===== src/rtl/dependency_matrix.sv =====
`default_nettype none
// ============================================================================
// Module      : dependency_matrix
// Description : Scheduler wakeup matrix; one row of producer-tag bits per entry,
//               ready when the entry is allocated and all its bits are clear.
// Revision    : 1.0 - initial release
// ============================================================================
module dependency_matrix #(
  parameter int NUM_ROWS = 8,
  parameter int NUM_COLS = 8
) (
  input  logic                                        clk,
  input  logic                                        rst,
  input  logic                                        w_en,
  input  logic [((NUM_ROWS > 1) ? $clog2(NUM_ROWS) : 1)-1:0] w_row_index,
  input  logic [NUM_COLS-1:0]                         set_lines,
  input  logic                                        clear_en,
  input  logic [NUM_COLS-1:0]                         clear_lines,
  input  logic                                        free_en,
  input  logic [((NUM_ROWS > 1) ? $clog2(NUM_ROWS) : 1)-1:0] free_row_index,
  output logic [NUM_ROWS-1:0]                         ready_vector
);

  localparam int C_IDX_W = (NUM_ROWS > 1) ? $clog2(NUM_ROWS) : 1;

  logic [NUM_ROWS-1:0][NUM_COLS-1:0] dep_q;
  logic [NUM_ROWS-1:0][NUM_COLS-1:0] dep_d;
  logic [NUM_ROWS-1:0]               valid_q;
  logic [NUM_ROWS-1:0]               valid_d;
  logic [NUM_COLS-1:0]               clr_mask;

  assign clr_mask = clear_en ? clear_lines : '0;

  // Clear, then free, then write: the write overrides a same-row free, and the
  // written row is still masked by a concurrent clear so no stale bit survives.
  always_comb begin
    dep_d   = dep_q;
    valid_d = valid_q;
    for (int r = 0; r < NUM_ROWS; r++) begin
      dep_d[r] = dep_q[r] & ~clr_mask;
      if (free_en && (free_row_index == C_IDX_W'(r))) begin
        dep_d[r]   = '0;
        valid_d[r] = 1'b0;
      end
      if (w_en && (w_row_index == C_IDX_W'(r))) begin
        dep_d[r]   = set_lines & ~clr_mask;
        valid_d[r] = 1'b1;
      end
    end
  end

  always_ff @(posedge clk) begin
    if (rst) begin
      dep_q   <= '0;
      valid_q <= '0;
    end else begin
      dep_q   <= dep_d;
      valid_q <= valid_d;
    end
  end

  generate
    for (genvar r = 0; r < NUM_ROWS; r++) begin : g_ready
      assign ready_vector[r] = valid_q[r] & ~|dep_q[r];
    end
  endgenerate

endmodule
`default_nettype wire


===== config.mk =====
export PLATFORM = sky130hd
export DESIGN_NAME = dependency_matrix
export DESIGN_NICKNAME = d
export VERILOG_FILES = /design/src/rtl/dependency_matrix.sv
export SDC_FILE = /design/constraint.sdc
export NUM_CORES = 1
export LEC_CHECK = 0
export CAP_MARGIN = 20
export CORE_MARGIN = 4
export CORE_UTILIZATION = 45
export CTS_BUF_LIST = sky130_fd_sc_hd__clkbuf_16
export CTS_CLUSTER_SIZE = 10
export DETAILED_ROUTE_END_ITERATION = 16
export PLACE_DENSITY = 0.7
export SLEW_MARGIN = 5
export SYNTH_ARGS = -nofsm -noshare
export SYNTH_HDL_FRONTEND = slang
export SYNTH_SLANG_ARGS = --single-unit

===== constraint.sdc =====
create_clock -name clk -period 1.9 [get_ports clk]
set_input_delay 0.38 -clock clk [delete_from_list [all_inputs] [get_ports clk]]
set_output_delay 0.38 -clock clk [all_outputs]
set_load 0.02 [all_outputs]

* Word-level counts from Yosys, hierarchy flattened
Index checks and enable logic that the tools add are counted.
** Word-level totals
- Register bits :: 72
- Latch bits :: 0
- Memory bits (writable) :: 0
- ROM bits :: 0
- Logic and storage cells :: 123
- Memories kept :: 0
** Cells by class
- Add/subtract/negate cells :: 0
- $mul :: 0
- Divide/modulo/power cells :: 0
- Magnitude comparators :: 0
- Equal/unequal tests :: 14
- Shifts and indexed selects :: 0
- Mux-type cells :: 33
- Bitwise operators :: 18
- Reduce and logical (&&, ||, !) cells :: 42
** Operators by type and width (number)
- 8-bit two-way mux :: 17
- 8-bit bitwise AND :: 9
- 8-bit OR reduction :: 8
- 3-bit equality test, second input constant :: 8
- 1-bit logical AND :: 16
- 1-bit two-way mux :: 16
- 2-bit nonzero test :: 8
- 3-bit by 2-bit equality test with 1-bit output, second input constant :: 4
- 1-bit bitwise AND :: 8
- 1-bit zero test :: 8
- 8-bit inverter :: 1
- 3-bit by 1-bit equality test with 1-bit output, second input constant :: 2
- 3-bit zero test :: 2

* Longest topological paths before layout
Gate-level depths: netlist of run 1.
- Word-level depth :: 5
- Mapped depth :: 5
- Mapped depth without buffers :: 3

* Worst setup path after synthesis of run 1
OpenSTA, ideal clock, no wires.
- Path type :: reg2out
- Start :: reg dep_q[3] in the netlist's numbering
- End :: out ready_vector[0]
- Data arrival time :: 1.484 ns
- Setup slack :: 0.036 ns
- Stages on the path, launching flop included :: 3
- Cells stage by stage :: dfxtp_1 > or4_1 > nor4_1
** Between the ends
- Word-level cells in the longest chain between the ends :: 3
** Ends and longest elaborated chain
- start, declared :: line 26 : logic [NUM_ROWS-1:0][NUM_COLS-1:0] dep_q;
- start signal, assigned :: line 57 : dep_q <= dep_d;
- 8-bit OR reduction :: line 64 : assign ready_vector[r] = valid_q[r] & ~|dep_q[r];
- 1-bit zero test :: line 64
- 1-bit bitwise AND :: line 64
- end, declared :: line 21 : output logic [NUM_ROWS-1:0] ready_vector
Every way passes these cells.

* Worst setup path after layout of run 1
- Start :: reg dep_q[21] in the netlist's numbering
- End :: out ready_vector[2]
The elaborated chain is that of the path after synthesis.

==> impl_metrics.csv, run 1 <==
group,metric,value,unit
sta,fmax,517.7,MHz
floorplan,fp.coreArea,6495,um2
min_path,min_path_type,"register to register",
sta,setup_violations,4,
setup_path,crit_fanout,2,
yosys,synth_area_leader_cell,"dfxtp_1",
power,net-switching-power,828.5,uW
final_layout,stdcell_count,501,
yosys,synthXorXnorAreaFrac,0,%
final_layout,final_area,3928,um2
grt,antenna_found_initial,0,
drt,drt-vias-per-instance,5.842,
placement,place_ws,-240.7,ps
run_status,failed_checks,"setup timing",
yosys,synth_cell_types,23,
floorplan,num_rows,29,
floorplan,die_w,90.57,um
power,p_int,2559,uW
clock_network,clockBufferDepth,2,
yosys,yosysWarnings,0,
setup_path,slowest_stage,"or4_1",
run_status,outcome,"finished with violations",
grt,grt-ovfl-total,0,
sta,setup_tns,-61.95,ps
final_layout,final_util,60.47,%
clock_network,tritoncts,"built",
grt,grt_pass1_wl,14630,um
clock_network,numCtsBuffers,9,
sta,tightest_slew,536.3,ps
yosys,synth_top_family_by_area,"simple AND/OR/NAND/NOR gates",
drt,vias,2927,
floorplan,die_h,90.57,um
drt,postRouteAntennaNets,0,
power,power_density,862.6,nW/um2
sta,drv_slew,0,
placement,dp_hpwl,5847,um
sta,timing.slew.headroom,64.13,%
yosys,yosysSeqAreaShare,46.98,%
power,ir_drop,703.9,uV
yosys,synth_compound_area_share,13.83,%
clock_network,cts_sinks,72,
clock_network,cts_hold_buf,0,
setup_path,critPathLaunchType,"register",
placement,gp_congestion,0.8840,
setup_path,crit_required,1520,ps
sta,period_needed,1932,ps
yosys,synth.area.mux_share,0,%
yosys,synthesis.area,3068,um2
yosys,syn-num-nets,405,
yosys,synth-simple-area-share,33.52,%
yosys,ys_ff_latch,72,
setup_path,slowest_delay,530,ps
floorplan,io_pins,35,
yosys,synth_area_per_cell,8.116,um2
clock_network,cts_root_buffer,"clkbuf_16",
power,seq_power_share,45.7,%
final_layout,final_nets,446,
sta,rsz0062_at_grt,"true",
floorplan,initial_utilization,47.24,%
setup_path,cp-end-kind,"output port",
placement,io_buffers,34,
final_layout,insertedDiodeCount,0,
power,p_leak,0.001387,uW
placement,dpl_cell_area,3651,um2
yosys,synthTopCellsByCount,"dfxtp_1, nand2_1, a21oi_1",
final_layout,area_delta_synth_final,28.02,%
grt,grt_pass1_vias,2807,
placement,dp_cells,485,
yosys,synth_edf_count,0,
power,swShare,24.46,%
drt,wl_per_cell,18.44,um
drt,wl,9238,um
drt,drt_pass1_iterations,5,
final_layout,drive_gt1_share,15.57,%
drt,drt_iter0_drc,253,
setup_path,cp_cell_sequence,"or4_1, nor4_2, buf_2",
grt,grt_use_total,23.09,%
clock_network,clkLatencyLatePin,330,ps
yosys,async_flop_share,0,%
setup_path,critPathArrivalTime,1550,ps
clock_network,htreeDepth,3,
grt,grt_max_degree,18,
drt,drc_errors,0,
clock_network,clkTransAtPathRegs,60,ps
yosys,synth_top_area_share,46.98,%
power,pwr-share-comb,10.9,%
job,drv_cap,0,
floorplan,die-area,8203,um2
yosys,synthAdderAreaFrac,0,%
sta,final_hold_viol_count,0,
yosys,synthCells,378,
sta,fin_crit_sh,101.7,%
power,pwr-share-clk,43.4,%
setup_path,crit_type,"register to output port",
sta,clock-skew-final,0,ps
yosys,synthFlopType,"dfxtp_1",
yosys,yosys-top-cells-area,"dfxtp_1, a21oi_1, nand3_1",
sta,final.setup.worst_slack,-31.50,ps
[flip-flops by register name, summed over array words and instances, names as in the netlist]
signal,cells
dep_q,64
valid_q,8
[layout by cell type (no fill, tap or decap), types with 3 or more instances in the layout]
master / n
buf_2: 5
nand2_1: 72
dfxtp_1: 70
a21o_1: 8
nand4b_1: 5
and4b_1: 3
nand3_1: 56
nand3b_1: 8
or4_1: 6
clkinv_2: 4
nand4bb_1: 6
nor4_1: 4
nor2_1: 16
clkdlybuf4s50_1: 26
buf_4: 27
clkbuf_16: 9
buf_12: 7
a21oi_1: 71
and4bb_2: 3
[area by class of cell]
cell class / instances / area, um2
clock buffers: 9 / 225.2
flip-flops and latches: 72 / 1444
fillers: 582 / 2567
well taps: 77 / 96.34
clock inverters: 7 / 31.28
multi-input cells: 271 / 1503
repair buffers: 65 / 628.1
[kinds of logic (layout without fill, tap and decap cells)]
group | count (synthesis) | in the layout
simple gates | 191 | 191
flops | 72 | 72
compound gates | 80 | 80
buf+inv | 35 | 81
[metal layers]
metal	share of wire, %	global-route usage [%]	vias up
li1	-	-	1418
met1	44	30.08	1377
met2	47	36.57	111
met3	6.7	5.167	21
met4	2.7	10.08	0
met5	0	0	-
[power by group through the flow]
stage / logic [uW] / clock network, uW / registers [uW]
after global placement: 353 / 0 / 1580
after CTS: 359 / 1480 / 1550
final: 368 / 1470 / 1550
after global routing: 389 / 1540 / 1550
after floorplan: 169 / 0 / 1580
after detailed placement: 358 / 0 / 1580
[stage by stage]
| stage | power, uW | hold slack [ps] |
|---|---|---|
| after global placement | 1932 | 446.3 |
| after CTS | 3390 | 460.8 |
| after floorplan | 1745 | 442.4 |
| after global routing | 3481 | 478.9 |
| final | 3388 | 460.0 |
| after detailed placement | 1938 | 454.1 |
[final timing paths]
path | startpoint | end | slack, ps | depth (start not counted)
min | dep_q[4] | dep_q[4] | 460 | 2
max reg2reg | dep_q[47] | dep_q[47] | 1180 | 2
max | dep_q[21] | ready_vector[2] | -30 | 3
min reg2reg | dep_q[4] | dep_q[4] | 460 | 2
[repair_timing]
item,in CTS,in global routing
setup buffers,0,0
setup endpoints to repair,8,8
resized for setup,45,8
pin swaps,11,0
[worst max-delay path: cells and delay by family (launching register included)]
| kind | cells | cell delay [ps] |
|---|---|---|
| AND/OR/NAND/NOR | 2 | 700 |
| flip-flops | 1 | 310 |
| buffers and inverters | 1 | 210 |
Note: power is estimated with default switching activity, not from simulation.
==> run 2, diff against run 1 <==
--- a/config.mk
+++ b/config.mk
@@ -11,6 +11,7 @@
 export CTS_BUF_LIST = sky130_fd_sc_hd__clkbuf_16
 export CTS_CLUSTER_SIZE = 10
 export DETAILED_ROUTE_END_ITERATION = 16
+export HOLD_SLACK_MARGIN = 0.1
 export PLACE_DENSITY = 0.7
 export SLEW_MARGIN = 5
 export SYNTH_ARGS = -nofsm -noshare
==> results of run 2 <==
The final DEF is identical to that of run 1; final timing and power are the same.
==> run 3, diff against run 2 <==
--- a/config.mk
+++ b/config.mk
@@ -12,7 +12,7 @@
 export CTS_CLUSTER_SIZE = 10
 export DETAILED_ROUTE_END_ITERATION = 16
 export HOLD_SLACK_MARGIN = 0.1
-export PLACE_DENSITY = 0.7
+export PLACE_DENSITY_LB_ADDON = 0.25
 export SLEW_MARGIN = 5
 export SYNTH_ARGS = -nofsm -noshare
 export SYNTH_HDL_FRONTEND = slang
==> impl_metrics.csv, run 3 (same netlist as run 1, synthesis figures left out) <==
group,metric,value,unit
sta,rsz0062_at_grt,"true",
placement,place_ws,-223.6,ps
placement,dp_hpwl,5756,um
drt,wl,8937,um
grt,grt_use_total,22.32,%
grt,grt-ovfl-total,0,
power,p_leak,0.001352,uW
grt,grt_pass1_vias,2748,
clock_network,cts_root_buffer,"clkbuf_16",
final_layout,largest_reg_flops,64,
final_layout,reg.largest.list,"dep_q: 64 flops, valid_q: 8 flops",
power,power.total,3645,uW
clock_network,cts_sinks,72,
final_layout,area_delta_synth_final,27.69,%
sta,tightest_slew,537.1,ps
floorplan,initial_utilization,47.24,%
power,seq_power_share,42.5,%
grt,grt_pass1_wl,14170,um
setup_path,crit_type,"register to output port",
drt,drt-vias-per-instance,5.785,
setup_path,worstRegToRegCells,2,
job,drv_cap,0,
final_layout,final_util,60.32,%
setup_path,reg2reg_slack,1180,ps
grt,antenna_found_initial,0,
setup_path,crit_fanout,2,
floorplan,die_h,90.57,um
power,swShare,22.78,%
sta,final.setup.worst_slack,-5.130,ps
power,pwr-share-clk,48.3,%
setup_path,critPathLaunchType,"register",
drt,postRouteAntennaNets,0,
power,ir_drop,627.4,uV
final_layout,insertedDiodeCount,0,
final_layout,final_common_cell,"nand2_1",
placement,gp_congestion,0.8096,
power,power_density,930.6,nW/um2
drt,drc_errors,0,
clock_network,numCtsBuffers,9,
sta,fin_crit_sh,100.3,%
floorplan,die-area,8203,um2
run_status,failed_checks,"setup timing",
drt,wl_per_cell,17.98,um
power,p_int,2815,uW
setup_path,crit_required,1520,ps
setup_path,worstSetupEndpoint,"ready_vector[5]",
setup_path,startpoint,"dep_q[44]",
final_layout,drive_gt1_share,16.19,%
grt,grt_max_degree,18,
final_layout,n_fill_cell,575,
drt,drt_iter0_drc,240,
final_layout,final_cell_mix,"nand2_1, a21oi_1, dfxtp_1",
floorplan,num_rows,29,
min_path,hold_depth,2,
power,pwr-share-comb,9.2,%
final_layout,top_register,"dep_q",
sta,timing.slew.headroom,64.08,%
setup_path,rr_endpoint,"dep_q[32]",
clock_network,clkTransAtPathRegs,60,ps
clock_network,htreeDepth,3,
clock_network,tritoncts,"built",
floorplan,die_w,90.57,um
placement,dp_cells,481,
sta,fmax,524.9,MHz
setup_path,cp-end-kind,"output port",
sta,drv_slew,0,
final_layout,stdcell_count,497,
drt,drt_pass1_iterations,6,
sta,clock-skew-final,0,ps
run_status,outcome,"finished with violations",
final_layout,final_nets,442,
clock_network,clkLatencyLatePin,330,ps
min_path,min_path_type,"register to register",
setup_path,r2r_start,"dep_q[32]",
sta,setup_tns,-10.17,ps
sta,setup_violations,2,
sta,period_needed,1905,ps
setup_path,critPathArrivalTime,1530,ps
sta,final_hold_viol_count,0,
placement,io_buffers,34,
drt,vias,2875,
floorplan,fp.coreArea,6495,um2
power,net-switching-power,830.4,uW
floorplan,io_pins,35,
clock_network,clockBufferDepth,2,
-- run 3: cell count changes in the layout (fill, tap and decap cells not counted), moves of 2 or more --
| cell | change |
|---|---|
| clkinv_2 | -4 |
| or4_4 | +2 |
| buf_4 | +5 |
| nor4_1 | -2 |
| bufinv_16 | +2 |
| buf_12 | -6 |
| dfxtp_1 | -2 |
| or4_1 | -2 |
| buf_2 | -3 |
| dfxtp_2 | +2 |
-- run 3: area by class of cell --
cell class                      count  area (um2)  share of cell area, %
Multi-Input combinational cell    271        1531                  39.09
Sequential cell                    72        1446                  36.92
Timing Repair Buffer               61       530.5                  13.54
Clock buffer                        9       225.2                  5.749
Tap cell                           77       96.34                  2.459
Clock inverter                      7       87.58                  2.236
-- run 3: timing repair --
action	CTS	global route
gates resized for setup	47	16
buffers inserted	0	0
pin swaps	11	0
endpoints found under the setup margin	8	8
hold buffers	0	0
-- run 3: metal layers --
layer | up-vias | GRT usage, % | part of all wire, %
met5 | - | 0 | 0
met4 | 0 | 10.71 | 2.7
met3 | 25 | 6.250 | 7.4
met2 | 109 | 36.26 | 49
met1 | 1336 | 27.13 | 41
li1 | 1405 | - | -
-- run 3: power by group through the flow --
stage	clock network, uW	logic, uW	registers (uW)
after floorplan	0	169	1580
after global placement	0	319	1580
after detailed placement	0	323	1580
after CTS	1780	323	1550
after global routing	1860	359	1550
final	1760	335	1550
-- run 3: how the worst min path moves through the flow --
stage | startpoint | endpoint | slack (ps)
after global routing | dep_q[61] | dep_q[61] | 490
final | dep_q[17] | dep_q[17] | 470
after global placement | dep_q[28] | dep_q[28] | 450
after detailed placement | dep_q[11] | dep_q[11] | 460
after CTS | dep_q[54] | dep_q[54] | 470
after floorplan | dep_q[21] | dep_q[21] | 440
-- run 3: worst max-delay path: stages, from the launching register on --
cell,delay (ps)
dfxtp_1,300
or4_1,500
nor4_1,180
buf_2,210
-- run 3: through the flow --
stage / instance area, um2 / hold WS, ps
after global placement: 3546 / 449.5
after CTS: 3849 / 467.1
after floorplan: 3068 / 442.4
final: 3918 / 467.4
after global routing: 3918 / 485.6
after detailed placement: 3546 / 458.2
==> RTL edit (config.mk and constraints of run 3) <==
The parameter `NUM_ROWS` goes from 8 to 32.
--- a/src/rtl/dependency_matrix.sv
+++ b/src/rtl/dependency_matrix.sv
@@ -6,7 +6,7 @@
 // Revision    : 1.0 - initial release
 // ============================================================================
 module dependency_matrix #(
-  parameter int NUM_ROWS = 8,
+  parameter int NUM_ROWS = 32,
   parameter int NUM_COLS = 8
 ) (
   input  logic                                        clk,
Ports: changed (resized free_row_index, ready_vector and w_row_index); port bits go from 35 to 63. The function was not compared with the original's and may differ.
==> RTL edit against run 3 <==
  * The flow still finishes with violations (setup timing)
  * Critical endpoint is now ready_vector[11]
  * Routed wire length rose to 3.8 times the old value
  * Largest power group is now registers
  * Combinational power increased to 2.9 times the old value
  * Highest routed layer unchanged
  * Power grew to 3.5 times the old value
  * Synthesized area rose to 3.5 times the old value
  * Worst setup slack worse by 0.25 ns
  * Non-clock buffer count increased by 156
  * Sequential cell count grew 216
  * Global-route usage rose by 3.2 points
  * Final cell count rose to 3.4 times the old value
  * Core utilization up 1.7 points
  * Final area grew to 3.6 times the old value
==> RTL edit: results (changes against run 3) <==
Critical R2R Launch: dep_q[168] (was dep_q[32])
Compound-Gate Fraction of Synth Area: 22.7% (was 13.8%)
Worst setup path endpoint: ready_vector[11] (was ready_vector[5])
Failing checks: setup timing (unchanged)
Regs by FF count: dep_q: 256 flops, valid_q: 32 flops (was dep_q: 64 flops, valid_q: 8 flops)
Status: finished with violations (unchanged)
Syn_nets: 1218 (was 405)
First-pass GRT wire length: 54.0 mm (was 14.2 mm)
Dpl cell area: 12800 um2 (was 3550 um2)
Hold Startpoint: rst (was dep_q[17])
CTS Buffer Depth: 3 (was 2)
Share of layout cells above drive strength 1: 26.3% (was 16.2%)
Pleak: 4.91 nW (was 1.35 nW)
Pin count of the biggest net entering global routing: 33 (was 18)
DP HPWL: 22.1 mm (was 5.76 mm)
Total Nets Final: 1393 (was 442)
Synth top cells by count: 322 x nand2_1, 288 x dfxtp_1, 258 x o22ai_1 (was 72 x dfxtp_1, 72 x nand2_1, 71 x a21oi_1)
Slew @ Worst Pin: 0.521 ns (was 0.537 ns)
Sum Neg Setup Slack: -5.35 ns (was -0.0102 ns)
Number of global-route vias before repair: 9709 (was 2748)
Fin cells: 1681 (was 497)
Total Routing Usage GR: 25.6% (was 22.3%)
Post-Place Cells: 1640 (was 481)
Synth area leaders: dfxtp_1 54%, o22ai_1 15%, nand2_1 11%, o22ai_2 2.8%, or4_1 2.3% (was dfxtp_1 47%, a21oi_1 12%, nand3_1 9.1%, nand2_1 8.8%, buf_2 3.6%)
Port Buf Inserts: 62 (was 34)
Wire per inst: 20.3 um (was 18.0 um)
Setup ws final: -0.256 ns (was -0.00513 ns)
Final setup vio count: 32 (was 2)
Peak supply drop: 0.000645 V (was 0.000627 V)
Net switching power: 0.00298 W (was 0.000830 W)
==> RTL edit: cell count changes after synthesis, sizes merged, moves of 4 or more <==
| cell | delta |
|---|---|
| a21o | -8 |
| a21oi | -32 |
| buf | -12 |
| clkbuf | +56 |
| dfxtp | +216 |
| nand2 | +258 |
| nand2b | +4 |
| nand3 | -56 |
| nand3b | -8 |
| nor2 | +17 |
| nor4 | +24 |
| o21ai | +32 |
| o22ai | +288 |
| or4 | +24 |
==> RTL edit: what timing repair did <==
item / in CTS / in global routing
pin swaps: 54 / 0
resized for setup: 228 / 66
endpoints found under the setup margin: 32 / 37
==> RTL edit: layer usage <==
metal	part of all wire, %	global-route usage (%)	routed length, um	vias to the layer above
li1	-	-	-	4719
met1	44	35.5	14900	4868
met2	48	41.2	16300	354
met3	6.4	3.98	2200	71
met4	2.2	7.68	761	0
met5	0	0	0	-
==> RTL edit: cell families after synthesis <==
kind of cell | count (synthesis)
buf+inv | 79
simple gates | 460
flops | 288
compound gates | 360
==> RTL edit: layout make-up <==
class / instances / area (um2)
Antenna cell: 1 / 2.50
Clock buffer: 36 / 901
Clock inverter: 6 / 45.0
Fill cell: 1861 / 8700
Multi-Input combinational cell: 820 / 5130
Sequential cell: 288 / 5790
Tap cell: 313 / 392
Timing Repair Buffer: 217 / 1950
==> RTL edit: power groups by stage <==
| stage | Sequential, W | Combinational (W) | Clock, W |
|---|---|---|---|
| 4_1_cts | 0.00610 | 0.000953 | 0.00578 |
| 3_3_place_gp | 0.00622 | 0.000937 | 0 |
| 6_report | 0.00610 | 0.000984 | 0.00571 |
| 5_1_grt | 0.00610 | 0.00103 | 0.00603 |
| 3_5_place_dp | 0.00622 | 0.000940 | 0 |
| 2_1_floorplan | 0.00622 | 0.000397 | 0 |
